[src/rtl/status_report_tx_if.sv]
`default_nettype none
// ============================================================================
// Module      : status_report_tx_if
// Description : Character stream handshake from the report formatter to the
//               UART transmitter byte port.
// Revision    : 1.0 - initial release
// ============================================================================
interface status_report_tx_if #(
    parameter int DATA_WIDTH = 8
);
    logic [DATA_WIDTH-1:0] tx_data;
    logic                  tx_valid;
    logic                  tx_ready;

    modport master (
        output tx_data,
        output tx_valid,
        input  tx_ready
    );

    modport slave (
        input  tx_data,
        input  tx_valid,
        output tx_ready
    );
endinterface
`default_nettype wire

[src/rtl/status_report_tx.sv]
`default_nettype none
// ============================================================================
// Module      : status_report_tx
// Description : Formats LED / 7-segment state into "LD: 0xHHHH\r\n" and
//               "SG: 0xHHHH\r\n" lines and streams them to the UART TX.
// Revision    : 1.0 - initial release
// ============================================================================
module status_report_tx #(
    parameter int DATA_WIDTH = 8,
    parameter int LED_COUNT  = 16
) (
    input  wire logic                 clk,
    input  wire logic                 reset,
    input  wire logic                 ena,
    input  wire logic [LED_COUNT-1:0] led_data,
    input  wire logic [15:0]          seg_data,
    input  wire logic                 report_req,
    status_report_tx_if.master        tx,
    output logic                      busy
);

    localparam logic [0:0] c_st_idle  = 1'b0;
    localparam logic [0:0] c_st_send  = 1'b1;
    localparam logic [3:0] c_last_idx = 4'd11;

    logic [0:0]  r_state;
    logic [3:0]  r_idx;
    logic        r_sel;        // 0 = LD message, 1 = SG message
    logic [15:0] r_snap;
    logic [15:0] r_led_prev;
    logic [15:0] r_seg_prev;
    logic        r_led_pend;
    logic        r_seg_pend;

    logic [0:0]  w_state_nxt;
    logic [3:0]  w_idx_nxt;
    logic        w_sel_nxt;
    logic [15:0] w_snap_nxt;
    logic        w_led_clr;
    logic        w_seg_clr;
    logic [15:0] w_led_ext;
    logic [3:0]  w_nibble;
    logic [7:0]  w_hex;
    logic [7:0]  w_char;

    if (LED_COUNT < 16) begin : g_led_pad
        assign w_led_ext = {{(16-LED_COUNT){1'b0}}, led_data};
    end else begin : g_led_full
        assign w_led_ext = led_data;
    end

    // Change detection and pending flags run regardless of ena; a set on the
    // same edge as the snapshot clear wins so the report is resent.
    always_ff @(posedge clk or posedge reset) begin
        if (reset) begin
            r_led_prev <= 16'h0000;
            r_seg_prev <= 16'h0000;
            r_led_pend <= 1'b0;
            r_seg_pend <= 1'b0;
        end else begin
            r_led_prev <= w_led_ext;
            r_seg_prev <= seg_data;
            r_led_pend <= (r_led_pend & ~w_led_clr) | (w_led_ext != r_led_prev) | report_req;
            r_seg_pend <= (r_seg_pend & ~w_seg_clr) | (seg_data != r_seg_prev) | report_req;
        end
    end

    always_ff @(posedge clk or posedge reset) begin
        if (reset) begin
            r_state <= c_st_idle;
            r_idx   <= 4'd0;
            r_sel   <= 1'b0;
            r_snap  <= 16'h0000;
        end else begin
            r_state <= w_state_nxt;
            r_idx   <= w_idx_nxt;
            r_sel   <= w_sel_nxt;
            r_snap  <= w_snap_nxt;
        end
    end

    always_comb begin
        w_state_nxt = r_state;
        w_idx_nxt   = r_idx;
        w_sel_nxt   = r_sel;
        w_snap_nxt  = r_snap;
        w_led_clr   = 1'b0;
        w_seg_clr   = 1'b0;
        case (r_state)
            c_st_idle: begin
                if (ena && (r_led_pend || r_seg_pend)) begin
                    w_state_nxt = c_st_send;
                    w_idx_nxt   = 4'd0;
                    if (r_led_pend) begin
                        w_sel_nxt  = 1'b0;
                        w_snap_nxt = w_led_ext;
                        w_led_clr  = 1'b1;
                    end else begin
                        w_sel_nxt  = 1'b1;
                        w_snap_nxt = seg_data;
                        w_seg_clr  = 1'b1;
                    end
                end
            end
            c_st_send: begin
                if (tx.tx_ready) begin
                    if (r_idx == c_last_idx) begin
                        w_state_nxt = c_st_idle;
                        w_idx_nxt   = 4'd0;
                    end else begin
                        w_idx_nxt = r_idx + 4'd1;
                    end
                end
            end
            default: begin
                w_state_nxt = c_st_idle;
                w_idx_nxt   = 4'd0;
            end
        endcase
    end

    always_comb begin
        w_nibble = 4'h0;
        case (r_idx)
            4'd6:    w_nibble = r_snap[15:12];
            4'd7:    w_nibble = r_snap[11:8];
            4'd8:    w_nibble = r_snap[7:4];
            4'd9:    w_nibble = r_snap[3:0];
            default: w_nibble = 4'h0;
        endcase
    end

    assign w_hex = (w_nibble < 4'd10) ? (8'h30 + {4'h0, w_nibble})
                                      : (8'h37 + {4'h0, w_nibble});

    always_comb begin
        w_char = 8'h00;
        if (r_state == c_st_send) begin
            case (r_idx)
                4'd0:    w_char = r_sel ? 8'h53 : 8'h4C;  // 'S' / 'L'
                4'd1:    w_char = r_sel ? 8'h47 : 8'h44;  // 'G' / 'D'
                4'd2:    w_char = 8'h3A;
                4'd3:    w_char = 8'h20;
                4'd4:    w_char = 8'h30;
                4'd5:    w_char = 8'h78;
                4'd10:   w_char = 8'h0D;
                4'd11:   w_char = 8'h0A;
                default: w_char = w_hex;
            endcase
        end
    end

    assign tx.tx_data  = DATA_WIDTH'(w_char);
    assign tx.tx_valid = (r_state == c_st_send);
    assign busy        = (r_state == c_st_send);

endmodule
`default_nettype wire

[src/flat_wrapper.sv]
// flat-port wrapper written by rule: the top's interface ports become plain ports
module status_report_tx_flat 
#(
    parameter int DATA_WIDTH = 8,
    parameter int LED_COUNT  = 16
)
  (clk, reset, ena, led_data, seg_data, report_req, busy, tx_tx_data, tx_tx_valid, tx_tx_ready);
  status_report_tx_if #(.DATA_WIDTH(DATA_WIDTH)) tx_i ();
  input  wire logic clk;
  input  wire logic reset;
  input  wire logic ena;
  input  wire logic [LED_COUNT-1:0] led_data;
  input  wire logic [15:0] seg_data;
  input  wire logic report_req;
  output logic busy;
  output wire logic [$bits(tx_i.tx_data)-1:0] tx_tx_data;
  output wire logic [$bits(tx_i.tx_valid)-1:0] tx_tx_valid;
  input wire logic [$bits(tx_i.tx_ready)-1:0] tx_tx_ready;
  assign tx_tx_data = tx_i.tx_data;
  assign tx_tx_valid = tx_i.tx_valid;
  assign tx_i.tx_ready = tx_tx_ready;
  status_report_tx #(.DATA_WIDTH(DATA_WIDTH), .LED_COUNT(LED_COUNT)) u_core (.clk(clk), .reset(reset), .ena(ena), .led_data(led_data), .seg_data(seg_data), .report_req(report_req), .tx(tx_i), .busy(busy));
endmodule
[config.mk]
export PLATFORM = sky130hd
export DESIGN_NAME = status_report_tx_flat
export DESIGN_NICKNAME = d
export VERILOG_FILES = /design/src/rtl/status_report_tx_if.sv /design/src/rtl/status_report_tx.sv /design/src/flat_wrapper.sv
export SDC_FILE = /design/constraint.sdc
export NUM_CORES = 1
export LEC_CHECK = 0
export ABC_AREA = 1
export BUFFER_PORTS_ARGS = -buffer_cell sky130_fd_sc_hd__buf_4
export CELL_PAD_IN_SITES_DETAIL_PLACEMENT = 0
export CELL_PAD_IN_SITES_GLOBAL_PLACEMENT = 1
export CORE_ASPECT_RATIO = 1.75
export CORE_MARGIN = 4
export CORE_UTILIZATION = 38
export DETAILED_ROUTE_END_ITERATION = 6
export GPL_TIMING_DRIVEN = 0
export PLACE_DENSITY = 0.79
export SYNTH_ARGS = -nofsm -noshare
export SYNTH_HDL_FRONTEND = slang
export SYNTH_SLANG_ARGS = --single-unit
[constraint.sdc]
create_clock -name clk -period 1.9 [get_ports clk]
set_input_delay 0.285 -clock clk [delete_from_list [all_inputs] [get_ports clk]]
set_output_delay 0.285 -clock clk [all_outputs]
set_load 0.02 [all_outputs]
==> out/results.txt <==
Netlist Area Pre-Place: 2940 um2
Switching Share: 0.396
Crit-path max cell delay: 0.47 ns
Critical path type: reg -> out
Worst path buffer plus inverter count: 2
Non-filler cells, final: 497
Slowest cell on crit path: dfrtp_2
Max Freq: 430 MHz
Run status: complete, but fails checks
CTS Sinks: 56
CP max FO: 5
GP Congestion: 0.821
Total number of vias: 2467
GRT Total Usage: 0.170
DR vias/cell: 4.96
Port bufs: 45
TritonRoute pass-1 iters: 4
Psw: 2160 uW
H-tree Lvls: 2
Cell internal pwr: 3300 uW
Clk pwr share: 0.203
Critical Path RT: 1.62 ns
Startpoint class of the critical path: flip-flop
Min-delay worst type: in -> async
Tmin final: 2.33 ns
Share of synthesized registers carrying an async set or reset: 1.00
Count of max-cap constraint violations: 0
Setup violations, final: 7
R2R depth: 5
Global-route wire length before repair: 12.0 mm
Fill cell count: 788
Commonest non-fill, non-tap cell in the layout: nand2_1
Layout cells sized above 1: 0.286
Initial antenna violation count: 0
Die width: 74.5 um
Max-Slew Margin vs Limit: 0.617
Yosys Warn Count: 0
Arrival @ worst endpoint: 2.04 ns
Vias in the first global route: 2534
Critical Path Sink Type: output port
Final WS setup: -0.426 ns
Area Growth Syn to Fin: 28.4%
Largest net degree at the start of global routing: 31
P_leak: 0.00181 uW
Synth cell types: 36
Clock latency on the worst-skew pair: 0.29 ns
Final nets: 450
Post-synth EDFFs: 0
Routed WL: 7.29 mm
VDD IR-drop max: 723 uV
Placed Cells: 483
Seq pwr share: 0.298
Sequential-to-total area share from yosys stat: 0.476
Power Dens Cells: 1450 nW/um2
Avg WL per Cell: 14.7 um
Clock Tree Root: clkbuf_16
Initial Utilization: 0.389
Max Slew Vio Count: 0
Post-DP HPWL: 5.75 mm
Final Hold Vio Count: 0
Die height: 124 um
Synthesized area per cell: 8.43 um2
Die area: 9270 um2
Gate Count Post-Synth: 349
PnR Total Power: 5460 uW
Delay-heaviest family, CP: simple AND/OR/NAND/NOR gates
Syn_nets: 391
Most frequent cells in the layout: 82 x nand2_1, 54 x dfrtp_1, 47 x buf_4
Failing checks: negative setup slack
I/O Pins: 47
Clock tree buffer depth: 2
Synth Register Bits: 56
TritonCTS Buffers: 5
DRT iter0 DRCs: 116
RSZ-0062 raised after global routing: true
Diodes inserted: 0
Clock skew: 0.00401 ns
Top FF cell, synth: dfrtp_1
Row count: 42
Crit share post-route: 1.22
TritonCTS clock tree: built
Total gr overflow: 0
Cts hold-fix bufs: 0
Least-Margin Pin Slew: 0.573 ns
DRC Markers: 0
Post-DRT Antenna Nets: 0
Comb pwr share: 0.499
Clock transition at path regs: 0.07 ns
Crit-path cells: inv_4 > ha_4 > nand4_1 > nand2_2 > nor2_4 > ha_2 > nand2_2 > nand3_2 > nand2_2 > nand2_2 > nor2_4 > buf_6
Core area: 7570 um2
Critical path depth: 12
Top cell by count, worst path: nand2_2
## final timing paths
path                                  start               endpoint  slack, ns
min reg2reg                u_core.r_snap[2]       u_core.r_snap[2]       0.55
min in group clk                seg_data[4]   u_core.r_seg_prev[4]       0.11
max                         u_core.r_idx[0]          tx_tx_data[6]      -0.43
max in group asynchronous             reset        u_core.r_idx[1]       1.29
min                                   reset  u_core.r_seg_prev[13]       0.05
max reg2reg                     u_core.busy      u_core.r_seg_pend       0.32
## power groups by stage
stage,logic [uW],clock network [uW],registers [uW]
floorplan,1770,0,1590
global placement,2440,0,1620
detailed placement,2470,0,1630
CTS,2680,1130,1630
global route,3000,1170,1660
finish,2730,1110,1630
## state kept, by name, indices dropped and copies added (netlist names)
register	count
u_core.busy	1
u_core.r_led_prev	16
u_core.r_idx	4
u_core.r_seg_pend	1
u_core.r_led_pend	1
u_core.r_snap	16
u_core.r_seg_prev	16
u_core.r_sel	1
## through the flow
step / util / TNS [ns] / hold slack (ns) / setup slack, ns / cell area [um2]
floorplan: - / -0.00861 / 0.316 / -0.00861 / 3000
global route: 0.499 / -3.56 / 0.0877 / -0.540 / 3780
CTS: 0.494 / -3.01 / 0.0596 / -0.455 / 3740
finish: 0.499 / -2.67 / 0.0468 / -0.426 / 3780
global placement: 0.456 / -25.62 / 0.416 / -0.439 / 3450
detailed placement: 0.459 / -1.38 / 0.381 / -0.298 / 3470
## logic make-up (layout without fill, tap and decap cells)
family	count (synthesis)	after routing	share of synthesized area
flops	56	56	0.476
xor+xnor	14	14	0.0417
buf+inv	52	112	0.0795
compound gates	48	48	0.105
other cells	1	1	0.00127
fa+ha+maj	5	5	0.0213
simple gates	173	173	0.275
## layer usage
layer,up-vias,track usage,share of wire
li1,1252,-,-
met1,1153,0.189,0.38
met2,52,0.312,0.57
met3,10,0.0242,0.035
met4,0,0.0650,0.020
met5,-,0,0
## synthesized netlist by cell type, types with 2 or more instances
master	n	share of area
o21ai_0	8	0.014
nor4_1	2	0.0043
nand2_4	3	0.011
buf_2	4	0.0068
o22ai_1	8	0.017
xor2_1	7	0.021
nor2_2	2	0.0043
inv_1	32	0.041
nor2_4	3	0.011
nor2_1	40	0.051
nand3_2	3	0.010
nand4_1	11	0.023
dfrtp_1	56	0.48
nor2_8	2	0.014
a21oi_1	5	0.0085
o21ai_1	2	0.0034
nand2_1	88	0.11
a31oi_1	16	0.034
nand3_1	18	0.031
o211ai_1	2	0.0051
buf_4	3	0.0077
buf_6	2	0.0077
inv_2	6	0.0077
clkbuf_1	2	0.0026
a22o_1	2	0.0060
ha_1	5	0.021
xnor2_1	7	0.021
a21oi_2	2	0.0060
## final cells by class
| class | instances | area, um2 | area share |
|---|---|---|---|
| Clock buffer | 7 | 153 | 0.0404 |
| Timing Repair Buffer | 52 | 429 | 0.114 |
| Sequential cell | 56 | 1400 | 0.372 |
| Clock inverter | 1 | 30.0 | 0.00795 |
| Buffer | 11 | 72.6 | 0.0192 |
| Inverter | 41 | 169 | 0.0447 |
| Multi-Input combinational cell | 241 | 1410 | 0.373 |
| Tap cell | 88 | 110 | 0.0291 |
## timing repair
item / in CTS / in global routing
gates resized for setup: 16 / 9
setup endpoints to repair: 7 / 7
pin swaps: 7 / 2
buffers inserted: 5 / 1
(Power assumes the default switching activity.)
